$ cat config.mk
export PLATFORM = sky130hd
export DESIGN_NAME = issue_pair_dispatch_flat
export DESIGN_NICKNAME = d
export VERILOG_FILES = /design/src/rtl/issue_pair_dispatch_if.sv /design/src/rtl/issue_pair_dispatch.sv /design/src/flat_wrapper.sv
export SDC_FILE = /design/constraint.sdc
export NUM_CORES = 1
export LEC_CHECK = 0
export CAP_MARGIN = 20
export CORE_UTILIZATION = 35
export CTS_CLUSTER_SIZE = 10
export DETAILED_ROUTE_END_ITERATION = 16
export GPL_TIMING_DRIVEN = 0
export PLACE_DENSITY_LB_ADDON = 0.12
export SKIP_CTS_REPAIR_TIMING = 1
export SYNTH_ARGS = -nofsm -noshare
export SYNTH_HDL_FRONTEND = slang
export SYNTH_SLANG_ARGS = --single-unit
$ cat constraint.sdc
create_clock -name clk -period 2.75 [get_ports clk]
set_input_delay 0.55 -clock clk [delete_from_list [all_inputs] [get_ports clk]]
set_output_delay 0.55 -clock clk [all_outputs]
set_load 0.03 [all_outputs]
$ cat src/rtl/issue_pair_dispatch_if.sv
// Decode-to-dispatch and dispatch-to-ID/EX signal bundle for the dual-issue dispatcher.
// Pure wiring: no storage. Latency and registering are owned by the dispatcher.
// Backpressure travels on dec_ready; ex_stall and flush come from the pipeline control.
interface issue_pair_dispatch_if #(
    parameter int STAGE_WIDTH = 32
);
    // Decode side: the presented instruction pair and its qualifiers.
    logic                   dec_valid;
    logic                   dec_valid1;
    logic [STAGE_WIDTH-1:0] dec_instr0;
    logic [STAGE_WIDTH-1:0] dec_instr1;
    logic                   dec_unicorn0;
    logic                   dec_unicorn1;
    logic                   dec_ready;

    // Pipeline control.
    logic                   ex_stall;
    logic                   flush;

    // Issue side: registered per-slot outputs into the ID/EX registers.
    logic                   iss_valid0;
    logic [STAGE_WIDTH-1:0] iss_instr0;
    logic                   iss_valid1;
    logic [STAGE_WIDTH-1:0] iss_instr1;
    logic                   split_active;

    // Environment view: decode and pipeline control drive, issue outputs are observed.
    modport master (
        output dec_valid,
        output dec_valid1,
        output dec_instr0,
        output dec_instr1,
        output dec_unicorn0,
        output dec_unicorn1,
        input  dec_ready,
        output ex_stall,
        output flush,
        input  iss_valid0,
        input  iss_instr0,
        input  iss_valid1,
        input  iss_instr1,
        input  split_active
    );

    // Dispatcher view.
    modport slave (
        input  dec_valid,
        input  dec_valid1,
        input  dec_instr0,
        input  dec_instr1,
        input  dec_unicorn0,
        input  dec_unicorn1,
        output dec_ready,
        input  ex_stall,
        input  flush,
        output iss_valid0,
        output iss_instr0,
        output iss_valid1,
        output iss_instr1,
        output split_active
    );
endinterface

$ cat src/rtl/issue_pair_dispatch.sv
// Dual-issue dispatcher: issues decoded pairs to ID/EX slots 0/1, serialising pairs that cannot co-issue.
// Latency: 1 cycle from acceptance to iss_*; a split pair takes 2 cycles (slot 0, then slot 1).
// Backpressure: dec_ready drops during SPLIT, ex_stall or flush; optional intra-pair RAW split under DISPATCH_RAW_CHECK_EN.
module issue_pair_dispatch #(
    parameter int STAGE_WIDTH = 32
) (
    input  logic                 clk,
    input  logic                 rst_n,
    issue_pair_dispatch_if.slave io
);

    typedef enum logic {
        RUN   = 1'b0,
        SPLIT = 1'b1
    } state_t;

    state_t                 state;
    logic [STAGE_WIDTH-1:0] pending;
    logic                   valid0_q;
    logic                   valid1_q;
    logic [STAGE_WIDTH-1:0] instr0_q;
    logic [STAGE_WIDTH-1:0] instr1_q;

    logic                   raw_hit;
    logic                   split_cond;
    logic                   accept;

`ifdef DISPATCH_RAW_CHECK_EN
    logic [4:0]             rd0;
    logic [4:0]             rs1_1;
    logic [4:0]             rs2_1;

    // Slot 1 reads the register slot 0 writes (x0 never creates a dependency).
    always_comb begin
        rd0     = io.dec_instr0[11:7];
        rs1_1   = io.dec_instr1[19:15];
        rs2_1   = io.dec_instr1[24:20];
        raw_hit = (rd0 != 5'd0) && ((rd0 == rs1_1) || (rd0 == rs2_1));
    end
`else
    // Decode only presents independent pairs, so no dependency check is needed.
    always_comb begin
        raw_hit = 1'b0;
    end
`endif

    // A lone slot 0 instruction never needs splitting, even if it must issue alone.
    assign split_cond = io.dec_valid1 & (io.dec_unicorn0 | io.dec_unicorn1 | raw_hit);

    assign io.dec_ready = ~io.flush & ~io.ex_stall & (state == RUN);
    assign accept       = io.dec_valid & io.dec_ready;

    // Dispatch FSM with registered slot outputs; priority is flush, then stall, then normal flow.
    always_ff @(posedge clk or negedge rst_n) begin
        if (!rst_n) begin
            state    <= RUN;
            pending  <= '0;
            valid0_q <= 1'b0;
            valid1_q <= 1'b0;
            instr0_q <= '0;
            instr1_q <= '0;
        end else if (io.flush) begin
            state    <= RUN;
            pending  <= '0;
            valid0_q <= 1'b0;
            valid1_q <= 1'b0;
            instr0_q <= '0;
            instr1_q <= '0;
        end else if (io.ex_stall) begin
            state    <= state;
        end else begin
            unique case (state)
                RUN: begin
                    if (!accept) begin
                        valid0_q <= 1'b0;
                        valid1_q <= 1'b0;
                        instr0_q <= '0;
                        instr1_q <= '0;
                    end else if (split_cond) begin
                        // Slot 0 goes now; slot 1 is parked and keeps its slot on the next cycle.
                        valid0_q <= 1'b1;
                        instr0_q <= io.dec_instr0;
                        valid1_q <= 1'b0;
                        instr1_q <= '0;
                        pending  <= io.dec_instr1;
                        state    <= SPLIT;
                    end else begin
                        valid0_q <= 1'b1;
                        instr0_q <= io.dec_instr0;
                        valid1_q <= io.dec_valid1;
                        instr1_q <= io.dec_valid1 ? io.dec_instr1 : '0;
                    end
                end
                SPLIT: begin
                    valid0_q <= 1'b0;
                    instr0_q <= '0;
                    valid1_q <= 1'b1;
                    instr1_q <= pending;
                    pending  <= '0;
                    state    <= RUN;
                end
                default: begin
                    state    <= RUN;
                end
            endcase
        end
    end

    assign io.iss_valid0   = valid0_q;
    assign io.iss_instr0   = instr0_q;
    assign io.iss_valid1   = valid1_q;
    assign io.iss_instr1   = instr1_q;
    assign io.split_active = (state == SPLIT);

endmodule

$ cat src/flat_wrapper.sv
// flat-port wrapper written by rule: the top's interface ports become plain ports
module issue_pair_dispatch_flat 
#(
    parameter int STAGE_WIDTH = 32
)
  (clk, rst_n, io_dec_valid, io_dec_valid1, io_dec_instr0, io_dec_instr1, io_dec_unicorn0, io_dec_unicorn1, io_dec_ready, io_ex_stall, io_flush, io_iss_valid0, io_iss_instr0, io_iss_valid1, io_iss_instr1, io_split_active);
  issue_pair_dispatch_if #(.STAGE_WIDTH(STAGE_WIDTH)) io_i ();
  input  logic clk;
  input  logic rst_n;
  input wire logic [$bits(io_i.dec_valid)-1:0] io_dec_valid;
  input wire logic [$bits(io_i.dec_valid1)-1:0] io_dec_valid1;
  input wire logic [$bits(io_i.dec_instr0)-1:0] io_dec_instr0;
  input wire logic [$bits(io_i.dec_instr1)-1:0] io_dec_instr1;
  input wire logic [$bits(io_i.dec_unicorn0)-1:0] io_dec_unicorn0;
  input wire logic [$bits(io_i.dec_unicorn1)-1:0] io_dec_unicorn1;
  output wire logic [$bits(io_i.dec_ready)-1:0] io_dec_ready;
  input wire logic [$bits(io_i.ex_stall)-1:0] io_ex_stall;
  input wire logic [$bits(io_i.flush)-1:0] io_flush;
  output wire logic [$bits(io_i.iss_valid0)-1:0] io_iss_valid0;
  output wire logic [$bits(io_i.iss_instr0)-1:0] io_iss_instr0;
  output wire logic [$bits(io_i.iss_valid1)-1:0] io_iss_valid1;
  output wire logic [$bits(io_i.iss_instr1)-1:0] io_iss_instr1;
  output wire logic [$bits(io_i.split_active)-1:0] io_split_active;
  assign io_i.dec_valid = io_dec_valid;
  assign io_i.dec_valid1 = io_dec_valid1;
  assign io_i.dec_instr0 = io_dec_instr0;
  assign io_i.dec_instr1 = io_dec_instr1;
  assign io_i.dec_unicorn0 = io_dec_unicorn0;
  assign io_i.dec_unicorn1 = io_dec_unicorn1;
  assign io_dec_ready = io_i.dec_ready;
  assign io_i.ex_stall = io_ex_stall;
  assign io_i.flush = io_flush;
  assign io_iss_valid0 = io_i.iss_valid0;
  assign io_iss_instr0 = io_i.iss_instr0;
  assign io_iss_valid1 = io_i.iss_valid1;
  assign io_iss_instr1 = io_i.iss_instr1;
  assign io_split_active = io_i.split_active;
  issue_pair_dispatch #(.STAGE_WIDTH(STAGE_WIDTH)) u_core (.clk(clk), .rst_n(rst_n), .io(io_i));
endmodule
==> results of run 1 <==
registers in the layout (all words and copies together) (netlist names):
name	flops
u_core.io.iss_instr1	32
u_core.io.iss_valid1	1
u_core.pending	32
u_core.io.split_active	1
u_core.io.iss_instr0	32
u_core.io.iss_valid0	1
cells in the final DEF, fill, tap and decap left out, types with 3 or more instances in the layout:
master | netlist | final
dfrtp_1 | 99 | 99
nand4b_1 | 22 | 22
o2bb2ai_1 | 28 | 28
buf_4 | 6 | 7
o311ai_2 | 8 | 8
a21oi_1 | 5 | 5
a22o_1 | 32 | 32
clkdlybuf4s50_1 | 0 | 137
a22oi_1 | 32 | 32
nand3_1 | 57 | 57
clkbuf_1 | 18 | 20
nor2_1 | 4 | 4
nand2b_1 | 11 | 11
buf_12 | 3 | 3
nand2_1 | 33 | 33
buf_2 | 14 | 14
clkbuf_8 | 0 | 4
clkbuf_16 | 0 | 9
final cells by class:
class,count,area [µm²]
well taps,168,210
plain buffers,42,246
repair buffers,140,1410
flip-flops and latches,99,2480
fillers,1161,5830
clock inverters,1,5.00
multi-input cells,247,1750
clock buffers,15,288
power groups by stage:
stage	Sequential, µW	Combinational (µW)	Clock [µW]
final	1530	428	1240
after global routing	1540	465	1330
after CTS	1530	435	1260
after detailed placement	1560	434	0
after global placement	1560	425	0
after floorplan	1600	139	0
critical path: stages:
cell,delay [ns]
clkdlybuf4s50_1,0.54
buf_2,0.26
buf_2,0.22
nor3_1,0.26
clkbuf_2,0.26
per-stage QoR:
| stage | power, µW | setup TNS, ns | hold slack (ns) | setup slack (ns) | utilization (%) |
|---|---|---|---|---|---|
| floorplan | 1740 | 0 | 0.254 | 0.640 | - |
| global placement | 1990 | -269.00 | 0.462 | -2.72 | 49.7 |
| detailed placement | 2000 | -0.354 | 0.469 | -0.354 | 49.9 |
| CTS | 3230 | -0.354 | 0.194 | -0.354 | 52.3 |
| global route | 3340 | 0 | 0.216 | 0.0140 | 52.3 |
| finish | 3200 | 0 | 0.177 | 0.113 | 52.3 |
worst min path at each step:
| stage | endpoint | slack (ns) | depth (start not counted) |
|---|---|---|---|
| 3_3_place_gp | u_core.io.iss_valid0$_DFFE_PN0P_ | 0.46 | 1 |
| 5_1_grt | u_core.io.iss_instr0[19]$_DFFE_PN0P_ | 0.22 | 1 |
| 6_report | u_core.io.iss_instr0[19]$_DFFE_PN0P_ | 0.18 | 1 |
| 2_1_floorplan | u_core.io.iss_instr0[0]$_DFFE_PN0P_ | 0.25 | 0 |
| 3_5_place_dp | u_core.io.iss_valid0$_DFFE_PN0P_ | 0.47 | 1 |
| 4_1_cts | u_core.io.iss_instr0[19]$_DFFE_PN0P_ | 0.19 | 1 |
kinds of logic (layout without fill, tap and decap cells):
logic type,Yosys count,in the layout,share of synthesized area [%]
AND/OR/NAND/NOR,134,134,16.9
buffers and inverters,42,198,5.51
flip-flops,99,99,55.4
AO/OA/AOI/OAI,113,113,22.1
routing by layer:
layer / share of wire (%) / vias to the layer above
li1: - / 1780
met1: 45 / 1817
met2: 47 / 116
met3: 6.9 / 10
met4: 1.2 / 0
met5: 0 / -
==> flow_metrics.env, run 1 <==
export IMPL_relSlewSlack_pct=62.3
export IMPL_p_int_uw=2410
export IMPL_yosys_top_cells_area="dfrtp_1 (55%), nand3_1 (6.4%), a22o_1 (6.3%), o2bb2ai_1 (5.5%), a22oi_1 (5.4%)"
export IMPL_endpoint="io_dec_ready"
export IMPL_drive_above_1_share_pct=9.56
export IMPL_synth_seq_cells=99
export IMPL_initial_core_util_pct=36.6
export IMPL_gr_max_usage_layer="met2"
export IMPL_grt_ovfl_total=0
export IMPL_report_final_slew_viol_count=0
export IMPL_ys_flop_type="dfrtp_1"
export IMPL_worst_pin_slew_ns=0.565
export IMPL_hold_viol_final=0
export IMPL_required_ns=2.20
export IMPL_end_kind="output pin"
export IMPL_cts_sinks=99
export IMPL_synth_cell_type_count=29
export IMPL_synthCells=388
export IMPL_dieHeight_um=115
export IMPL_via_per_inst=5.23
export IMPL_cts_root_buf="clkbuf_16"
export IMPL_grt_pass1_vias=3934
export IMPL_yosys_area_top_type="dfrtp_1"
export IMPL_syn_num_nets=460
export IMPL_die_w_um=115
export IMPL_cts_tree="yes"
export IMPL_wl_per_cell_um=17.8
export IMPL_syn_avg_cell_area_um2=11.5
export IMPL_clk_latency_ns=0.34
export IMPL_yosys_warnings=0
export IMPL_area_growth_pct=42.8
export IMPL_min_period_over_period_pct=95.9
export IMPL_final_setup_viol_count=0
export IMPL_swShare_pct=24.8
export IMPL_seqPwrFrac_pct=47.9
export IMPL_cts_buffers=9
export IMPL_fin_crit_ns=2.64
export IMPL_max_freq_mhz=379
export IMPL_core_area_um2=12200
export IMPL_nets=611
export IMPL_power_density_nw_per_um2=501
export IMPL_num_vias=3723
export IMPL_grtUsageMet3_pct=4.16
export IMPL_first_pass_iters=4
export IMPL_grt_max_degree=63
export IMPL_place_area_um2=6100
export IMPL_final_area_um2=6380
export IMPL_r2r_cells=5
export IMPL_synth_edf_count=0
export IMPL_gp_congestion=0.729
export IMPL_critPathMaxFanout=10
export IMPL_timing_rr_start="u_core.io.split_active$_DFFE_PN0P_"
export IMPL_leakage_uw=0.00265
export IMPL_post_dp_hpwl_mm=8.91
export IMPL_cp_startpoint="io_ex_stall"
export IMPL_yosys_cell_count_top_type="dfrtp_1"
export IMPL_synth_area_um2=4470
export IMPL_met1_usage_pct=27.7
export IMPL_htree_levels=3
export IMPL_rrSetupSlack_ns=1.07
export IMPL_grt_util_all_layers_pct=20.5
export IMPL_arrival_ns=2.09
export IMPL_outcome="completed"
export IMPL_antenna_left=0
export IMPL_rsz0062_at_grt="false"
export IMPL_finClkSkew_ns=0.00586
export IMPL_cts_clk_slew_worst_paths_ns=0.06
export IMPL_holdCritPathClass="in -> async"
export IMPL_max_cap_violations=0
export IMPL_die_area_um2=13200
export IMPL_reg2reg_to="u_core.pending[30]$_DFFE_PN0P_"
export IMPL_port_buffers=139
export IMPL_power_frac_clock_pct=38.7
export IMPL_n_antenna_cell=0
export IMPL_antenna_found_initial=0
export IMPL_async_flop_share_pct=100
export IMPL_switchingPower_uw=792
export IMPL_ys_top_cells_by_count="dfrtp_1 (99), nand3_1 (57), nand2_1 (33), a22o_1 (32), a22oi_1 (32)"
export IMPL_placementRows=40
export IMPL_critPathKind="in -> out"
export IMPL_clock_path_buffers=2
export IMPL_vdd_ir_drop_max_mv=0.242
export IMPL_io_pins=140
export IMPL_routed_wl_mm=12.7
export IMPL_drt_iter0_markers=187
export IMPL_drc=0
export IMPL_power_share_combinational_pct=13.4
export IMPL_grt_util_met2_pct=32.8
export IMPL_worst_setup_path_start_kind="primary input"
export IMPL_grt_pass1_wl_mm=20.7
export IMPL_place_inst=696
export IMPL_yosys_area_top_type_share_pct=55.4
export IMPL_seq_area_frac_synth_pct=55.4
export IMPL_stdcell_count=712
Power figures use the tool's default switching activity.
==> inputs of run 2 (changes only) <==
--- a/config.mk
+++ b/config.mk
@@ -6,7 +6,8 @@
 export NUM_CORES = 1
 export LEC_CHECK = 0
 export CAP_MARGIN = 20
-export CORE_UTILIZATION = 35
+export CORE_UTILIZATION = 50
+export CTS_CLUSTER_DIAMETER = 200
 export CTS_CLUSTER_SIZE = 10
 export DETAILED_ROUTE_END_ITERATION = 16
 export GPL_TIMING_DRIVEN = 0
==> constraint.sdc (replaced) <==
create_clock -name clk -period 3.2 [get_ports clk]
set_input_delay 0.64 -clock clk [delete_from_list [all_inputs] [get_ports clk]]
set_output_delay 0.64 -clock clk [all_outputs]
set_load 0.03 [all_outputs]
==> flow_metrics.env, run 2 (same netlist as run 1, synthesis figures left out) <==
export IMPL_post_dp_hpwl_mm=8.51
export IMPL_seqPwrFrac_pct=53.3
export IMPL_io_pins=140
export IMPL_power_frac_clock_pct=31.8
export IMPL_worst_pin_slew_ns=0.586
export IMPL_power_density_nw_per_um2=398
export IMPL_cts_root_buf="clkbuf_8"
export IMPL_layout_commonest_cell="clkdlybuf4s50_1"
export IMPL_stdcell_count=651
export IMPL_fill_cells=664
export IMPL_reg2reg_to="u_core.pending[29]$_DFFE_PN0P_"
export IMPL_clock_path_buffers=2
export IMPL_report_final_slew_viol_count=0
export IMPL_holdCritPathClass="in -> async"
export IMPL_grt_pass1_vias=3828
export IMPL_swShare_pct=26.6
export IMPL_core_area_um2=8680
export IMPL_cp_common_cell="buf_2"
export IMPL_rrSetupSlack_ns=1.50
export IMPL_die_w_um=96.6
export IMPL_max_freq_mhz=346
export IMPL_cp_cell_sequence="clkdlybuf4s50_1, buf_2, buf_2, nor3_1, dlymetal6s2s_1"
export IMPL_port_buffers=139
export IMPL_worst_setup_path_start_kind="primary input"
export IMPL_place_inst=636
export IMPL_dieHeight_um=96.6
export IMPL_grt_ovfl_total=0
export IMPL_max_stage_delay_ns=0.53
export IMPL_antenna_found_initial=0
export IMPL_die_area_um2=9320
export IMPL_arrival_ns=2.25
export IMPL_leakage_uw=0.00260
export IMPL_drive_above_1_share_pct=9.21
export IMPL_placementRows=34
export IMPL_max_cap_violations=0
export IMPL_rsz0062_at_grt="false"
export IMPL_first_pass_iters=5
export IMPL_final_setup_viol_count=0
export IMPL_gp_congestion=0.764
export IMPL_finClkSkew_ns=0.0123
export IMPL_outcome="completed"
export IMPL_fin_crit_ns=2.89
export IMPL_grt_util_all_layers_pct=27.8
export IMPL_htree_levels=3
export IMPL_area_growth_pct=38.9
export IMPL_hold_viol_final=0
export IMPL_vdd_ir_drop_max_mv=0.267
export IMPL_power_share_combinational_pct=14.9
export IMPL_end_kind="output pin"
export IMPL_cts_buffers=9
export IMPL_cts_tree="yes"
export IMPL_routed_wl_mm=12.3
export IMPL_cts_sinks=99
export IMPL_setup_tns_ns=0
export IMPL_cp_num_buf_inv=4
export IMPL_timing_rr_start="u_core.io.split_active$_DFFE_PN0P_"
export IMPL_critPathMaxFanout=10
export IMPL_grt_pass1_wl_mm=19.5
export IMPL_cts_clk_slew_worst_paths_ns=0.09
export IMPL_initial_core_util_pct=51.5
export IMPL_min_period_over_period_pct=90.3
export IMPL_required_ns=2.56
export IMPL_switchingPower_uw=657
export IMPL_n_antenna_cell=0
export IMPL_final_cell_mix="clkdlybuf4s50_1 (137), dfrtp_1 (99), nand3_1 (57)"
export IMPL_critPathKind="in -> out"
export IMPL_grt_max_degree=73
export IMPL_antenna_left=0
export IMPL_nets=611
export IMPL_num_vias=3924
export IMPL_relSlewSlack_pct=60.9
export IMPL_p_int_uw=1820
export IMPL_critPathSlowestCell="clkdlybuf4s50_1"
export IMPL_clk_latency_ns=0.36
export IMPL_regArea_um2=2480
export IMPL_multi_input_area_um2=1750
export IMPL_drc=0
export IMPL_r2r_cells=5
export IMPL_drt_iter0_markers=242
export IMPL_wl_per_cell_um=18.9
export IMPL_via_per_inst=6.03
export IMPL_cp_top_family="buffers and inverters"
-- run 2: changes by cell type in the layout (fill, tap and decap cells not counted), sizes merged --
cell,delta
clkinv,-1
clkinvlp,+3
bufinv,+1
clkbuf,-5
dlymetal6s2s,+1
-- run 2: layer usage --
metal  GRT usage, %  wire [µm]  vias to the layer above
met5              0          0                        -
met4           9.19        182                        0
met3           7.43        973                       17
met2           45.4       6150                      164
met1           35.9       4980                     1961
li1               -          -                     1782
-- run 2: final cells by class --
| type | count | share of cell area [%] |
|---|---|---|
| clock buffers | 11 | 2.12 |
| multi-input cells | 247 | 28.1 |
| plain buffers | 42 | 3.97 |
| well taps | 108 | 2.18 |
| repair buffers | 140 | 22.9 |
| flip-flops and latches | 99 | 39.9 |
| clock inverters | 4 | 0.846 |
-- run 2: how the worst max path moves through the flow --
| stage | start | endpoint | slack (ns) | cells after the start |
|---|---|---|---|---|
| 6_report | io_ex_stall | io_dec_ready | 0.31 | 5 |
| 5_1_grt | io_ex_stall | io_dec_ready | 0.25 | 5 |
| 4_1_cts | io_ex_stall | io_dec_ready | -0.09 | 5 |
| 3_5_place_dp | io_ex_stall | io_dec_ready | -0.09 | 5 |
| 3_3_place_gp | rst_n | u_core.pending[5]$_DFFE_PN0P_ | -2.18 | 1 |
| 2_1_floorplan | io_ex_stall | io_dec_ready | 0.91 | 3 |
-- run 2: per-stage QoR --
step / setup WS [ns] / hold slack, ns / area, µm² / util (%) / total power, µW
after floorplan: 0.910 / 0.344 / 4470 / - / 1490
after global placement: -2.18 / 0.460 / 6000 / 69.1 / 1700
after detailed placement: -0.0911 / 0.472 / 6020 / 69.4 / 1710
after CTS: -0.0881 / 0.202 / 6210 / 71.5 / 2480
after global routing: 0.246 / 0.207 / 6210 / 71.5 / 2560
final: 0.311 / 0.188 / 6210 / 71.5 / 2470
-- run 2: power groups by stage --
stage | combinational (µW) | clock (µW) | sequential (µW)
after CTS | 370 | 795 | 1320
after detailed placement | 370 | 0 | 1340
final | 368 | 787 | 1320
after global placement | 357 | 0 | 1340
after global routing | 395 | 846 | 1320
after floorplan | 119 | 0 | 1380
-- run 2: worst reg2reg max path: cells and delay by family (launching register included) --
| family | cells | cell delay (ns) |
|---|---|---|
| flops | 1 | 0.39 |
| compound gates | 1 | 0.10 |
| buf+inv | 2 | 0.62 |
| simple gates | 2 | 0.49 |
==> variant 1, RTL diff (settings of run 1) <==
`STAGE_WIDTH` is set to 32 in 3 places; all go to 24.
--- a/src/rtl/issue_pair_dispatch_if.sv
+++ b/src/rtl/issue_pair_dispatch_if.sv
@@ -2,7 +2,7 @@
 // Pure wiring: no storage. Latency and registering are owned by the dispatcher.
 // Backpressure travels on dec_ready; ex_stall and flush come from the pipeline control.
 interface issue_pair_dispatch_if #(
-    parameter int STAGE_WIDTH = 32
+    parameter int STAGE_WIDTH = 24
 );
     // Decode side: the presented instruction pair and its qualifiers.
     logic                   dec_valid;
--- a/src/rtl/issue_pair_dispatch.sv
+++ b/src/rtl/issue_pair_dispatch.sv
@@ -2,7 +2,7 @@
 // Latency: 1 cycle from acceptance to iss_*; a split pair takes 2 cycles (slot 0, then slot 1).
 // Backpressure: dec_ready drops during SPLIT, ex_stall or flush; optional intra-pair RAW split under DISPATCH_RAW_CHECK_EN.
 module issue_pair_dispatch #(
-    parameter int STAGE_WIDTH = 32
+    parameter int STAGE_WIDTH = 24
 ) (
     input  logic                 clk,
     input  logic                 rst_n,
--- a/src/flat_wrapper.sv
+++ b/src/flat_wrapper.sv
@@ -1,7 +1,7 @@
 // flat-port wrapper written by rule: the top's interface ports become plain ports
 module issue_pair_dispatch_flat 
 #(
-    parameter int STAGE_WIDTH = 32
+    parameter int STAGE_WIDTH = 24
 )
   (clk, rst_n, io_dec_valid, io_dec_valid1, io_dec_instr0, io_dec_instr1, io_dec_unicorn0, io_dec_unicorn1, io_dec_ready, io_ex_stall, io_flush, io_iss_valid0, io_iss_instr0, io_iss_valid1, io_iss_instr1, io_split_active);
   issue_pair_dispatch_if #(.STAGE_WIDTH(STAGE_WIDTH)) io_i ();
Ports: changed (resized io_dec_instr0, io_dec_instr1, io_iss_instr0 and io_iss_instr1); port bits go from 140 to 108. The function was not compared with the original's and may differ.
==> variant 1 against run 1 <==
- sequential cell count down 24
- critical endpoint unchanged
- power down 26%
- via count down 23%
- setup slack worse by 0.027 ns
- wire length down 28%
- synthesized area down 27%
- critical path type unchanged
- register-to-register slack worse by 0.17 ns
- global-route usage down 1.0 points
- first-iteration DRC count down 20%
- design area down 26%
- synthesized cell count down 25%
- count of clock-buffer cells in the layout down 3
==> variant 1: results (changes against run 1) <==
| Metric | Value |
|---|---|
| Hold WS | 0.149 ns (-0.0283 ns) |
| Clk root buf | clkbuf_8 |
| Ys Warns | 0 (unchanged) |
| Clock Skew | 0.00616 ns (+0.000296 ns) |
| Largest stage delay, worst path | ~0.55 ns |
| Critical Path AT | 2.11 ns (+0.02 ns) |
| Final HPWL DP | 6230 µm (-30%) |
| Synth Area in Compound Gates | 0.199 (-0.0221) |
| Synth area leaders | dfrtp_1 (57%), nand3_1 (7.2%), a22o_1 (6.4%), nand4b_1 (6.2%), o2bb2ai_1 (6.2%) |
| Largest net degree at the start of global routing | 41 (-35%) |
| Cell variety after synth | 24 (-17%) |
| Pre-CTS setup slack | -0.595 ns (-0.241 ns) |
| Placer Congestion | 0.753 (+3.3%) |
| Vias | 2862 (-23%) |
| I/O Buffers | 107 (-23%) |
| Status | finished clean |
| Cell leakage power | 0.00200 µW (-25%) |
| Share of cells above drive strength 1 | 0.0678 (-0.0278) |
| Synth top cells by count | dfrtp_1 (75), nand3_1 (47), nand2_1 (25), a22o_1 (24), a22oi_1 (24) |
| Highest Clock Rate | 375 MHz (-1.0%) |
| Post-synthesis net count | 347 (-25%) |
| Filler cells | 819 (-29%) |
| First-pass GRT wire length | 14700 µm (-29%) |
| Final wirelength | 9070 µm (-28%) |
| Slew headroom | 0.622 (-0.000753) |
| Detailed Routing Iterations Pass 1 | 4 (unchanged) |
| Max IR drop VDD | 0.288 mV (+19%) |
| GRT Util Overall | 0.195 (-0.0102) |
| Sequential area share after synthesis | 0.575 (+0.0208) |
| Initial DRC count | 149 (-20%) |
| Worst-path fanout max | 19 (+9) |
| Cell Area, Placed | 4490 µm² (-26%) |
variant 1: cell count changes in the layout (fill, tap and decap cells not counted), sizes merged, moves of 3 or more:
cell           delta
a21oi             -3
a22o              -8
a22oi             -8
buf              -16
clkdlybuf4s50    -32
dfrtp            -24
nand2             -8
nand2b           -11
nand3            -10
o2bb2ai           -5
o311ai           -11
variant 1: routing by layer:
layer	global-route usage	share of wire	wire length (µm)	up-vias
li1	-	-	-	1349
met1	0.262	0.45	4120	1386
met2	0.304	0.46	4210	113
met3	0.0468	0.063	569	14
met4	0.0792	0.019	169	0
met5	0	0	0	-
variant 1: final cells by class:
class                      count  area [µm²]  area share
timing repair buffer         108        1090       0.232
clock buffer                  12         165      0.0352
buffer                        28         121      0.0258
inverter                       1        3.75    0.000799
clock inverter                 4        47.5      0.0101
multi-input combinational    185        1260       0.268
tap                          108         135      0.0288
sequential                    75        1880       0.399
variant 1: power breakdown:
group | total [µW] | switching (µW) | internal, µW
clock | 898 | 407 | 491
combinational | 312 | 172 | 140
sequential | 1160 | 24.6 | 1140
total | 2370 | 603 | 1770
variant 1: worst paths after layout:
kind / endpoint / cells past startpoint / from
hold reg to reg: u_core.io.iss_valid0 / 1 / u_core.io.iss_valid0
setup / recovery: io_dec_ready / 4 / io_ex_stall
setup reg to reg: u_core.pending[17] / 5 / u_core.io.split_active
min in group clk: u_core.io.iss_valid0 / 1 / u_core.io.iss_valid0
hold / removal: u_core.io.iss_instr1[18] / 1 / rst_n
max in group asynchronous: u_core.io.iss_instr0[2] / 2 / rst_n
variant 1: per-stage QoR:
stage	std cells	setup TNS [ns]	util
final	521	0	0.528
after global routing	521	0	0.528
after CTS	523	-0.599	0.529
after detailed placement	507	-0.595	0.505
after global placement	506	-117.27	0.503
after floorplan	291	0	-
==> variant 2, RTL diff (settings of run 1) <==
Without the edit above. Reset style: synchronous (`rst_n`), changed in one clocked block.
--- a/src/rtl/issue_pair_dispatch.sv
+++ b/src/rtl/issue_pair_dispatch.sv
@@ -51,7 +51,7 @@
     assign accept       = io.dec_valid & io.dec_ready;
 
     // Dispatch FSM with registered slot outputs; priority is flush, then stall, then normal flow.
-    always_ff @(posedge clk or negedge rst_n) begin
+    always_ff @(posedge clk) begin
         if (!rst_n) begin
             state    <= RUN;
             pending  <= '0;
Check against the original RTL: differs if rst_n is asserted again (counterexample within 4 cycles, from zero or initial values and one cycle with rst_n low); with rst_n held inactive, the same outputs for 4 cycles.
==> variant 2 against run 1 <==
- largest cell class is now multi-input gates
- first-iteration DRC count increased by 27%
- synthesized area increased by 1.6%
- wire length increased by 6.7%
- power decreased by 4.1%
- cell count increased by 13%
- setup slack improved by 0.013 ns
- die area increased by 1.6%
- sequential cell count unchanged
- critical path depth unchanged
- combinational power decreased by 21%
- design area increased by 0.98%
==> variant 2: results (changes against run 1) <==
| Metric | Value |
|---|---|
| Placed cell count | 786 (+13%) |
| Clock Skew | 0.00626 ns (+0.000397 ns) |
| Synth top cells by count | dfxtp_1 (99), clkbuf_1 (44), a22oi_1 (37), nand2_1 (33), nor2_1 (33) |
| CTS clk-pin slew, worst paths | ~0.070 ns |
| Final HPWL DP | 9790 µm (+10%) |
| Critical Path AT | 2.07 ns (-0.02 ns) |
| Hold WS | 0.490 ns (+0.313 ns) |
| Met3 WL | 809 µm (-7.5%) |
| Cell leakage power | 0.00238 µW (-10%) |
| Status | finished clean |
| Pint | 2330 µW (-3.3%) |
| Worst-path fanout max | 10 (unchanged) |
| Final WS setup | 0.126 ns (+0.0128 ns) |
| WHS Path Cells | 2 |
| Inserted Clock Buffers | 9 (unchanged) |
| Routed met2 length | 6310 µm (+5.3%) |
| Critical Path Source | u_core.io.split_active |
| Clk root buf | clkbuf_16 |
| Reg2Reg Depth | 4 (-1) |
| R2R setup slack | 0.60 ns (-0.47 ns) |
| Cell Count, Final, Fillers Out | 802 (+13%) |
| Placer Congestion | 0.762 (+4.6%) |
| Synth area leaders | dfxtp_1 (44%), o41ai_2 (8.2%), mux2_2 (6.4%), o2111ai_1 (6.2%), a22oi_1 (6.1%) |
| Layout area overhead | 42.0% |
| Cell Area, Placed | 6140 µm² (+0.68%) |
| WL/cell | 16.8 µm (-5.2%) |
| Largest net degree at the start of global routing | 16 (-75%) |
| Post-layout net count | 697 (+14%) |
| Vias in the first global route | 4048 (+2.9%) |
| Pre-CTS setup slack | -0.533 ns (-0.179 ns) |
| Max IR drop VDD | 0.266 mV (+9.9%) |
| Slew at the pin closest to its max-slew limit | 0.789 ns (+0.223 ns) |
| Post-synth ARST share | 0 (-1.00) |
| Uppermost layer routed | met4 |
| Diode count | 0 (unchanged) |
| GRT Util Overall | 0.204 (-0.000721) |
| Worst Hold Endpoint | u_core.pending[31] |
| Post-synthesis net count | 548 (+19%) |
| Clk buf depth | 2 (unchanged) |
| Vias | 4229 (+14%) |
| Filler cells | 1216 (+4.7%) |
| Sequential area share after synthesis | 0.436 (-0.118) |
| First-pass GRT wire length | 21200 µm (+2.6%) |
| Post-Syn Instances | 476 (+23%) |
| Initial DRC count | 238 (+27%) |
| DRT met1 WL | 6280 µm (+11%) |
| Share of cells above drive strength 1 | 0.121 (+0.0250) |
| CTS H-Tree Depth | 3 (unchanged) |
| Cell variety after synth | 25 (-14%) |
| I/O Buffers | 138 (-0.72%) |
| Final Slew Violations | 0 (unchanged) |
| Most frequent cell after synthesis | dfxtp_1 |
| HP Class | reg2reg |
| Worst reg2reg endpoint | u_core.io.iss_instr1[28] |
## variant 2: cell count changes after synthesis, moves of 23 or more
cell / delta
a21oi_1: +26
a22o_1: -32
and3b_1: +27
clkbuf_1: +26
dfrtp_1: -99
dfxtp_1: +99
inv_1: +26
mux2_2: +26
nand3_1: -56
nor2_1: +29
o2111ai_1: +32
o22ai_1: +32
o2bb2ai_1: -28
o41ai_2: +23
## variant 2: cell families (layout without fill, tap and decap cells)
group	Yosys count	in the layout	synth area share
simple gates	103	103	0.124
buf+inv	83	237	0.0785
flops	99	99	0.436
mux	26	26	0.0645
compound gates	165	165	0.297
## variant 2: routing by layer
metal / global-route usage / vias up
li1: - / 2085
met1: 0.274 / 2013
met2: 0.321 / 122
met3: 0.0523 / 9
met4: 0.0650 / 0
met5: 0 / -
## variant 2: power groups by stage
| stage | clock network (µW) | logic (µW) | registers (µW) |
|---|---|---|---|
| after floorplan | 0 | 147 | 1500 |
| after global placement | 0 | 334 | 1480 |
| after detailed placement | 0 | 337 | 1480 |
| after CTS | 1300 | 339 | 1450 |
| after global routing | 1380 | 364 | 1450 |
| final | 1280 | 338 | 1450 |
## variant 2: final cells by class
type	count	share of cell area
flip-flops and latches	99	0.307
clock inverters	5	0.00815
clock buffers	11	0.0376
multi-input cells	294	0.343
inverters	26	0.0151
plain buffers	57	0.0411
well taps	172	0.0334
repair buffers	138	0.215
## variant 2: worst max-delay path, stage by stage, from the launching register on
cell            delay [ns]
dfxtp_1               0.46
clkbuf_2              0.30
clkbuf_2              0.30
clkbuf_4              0.31
nor3_2                0.08
dlymetal6s2s_1        0.27
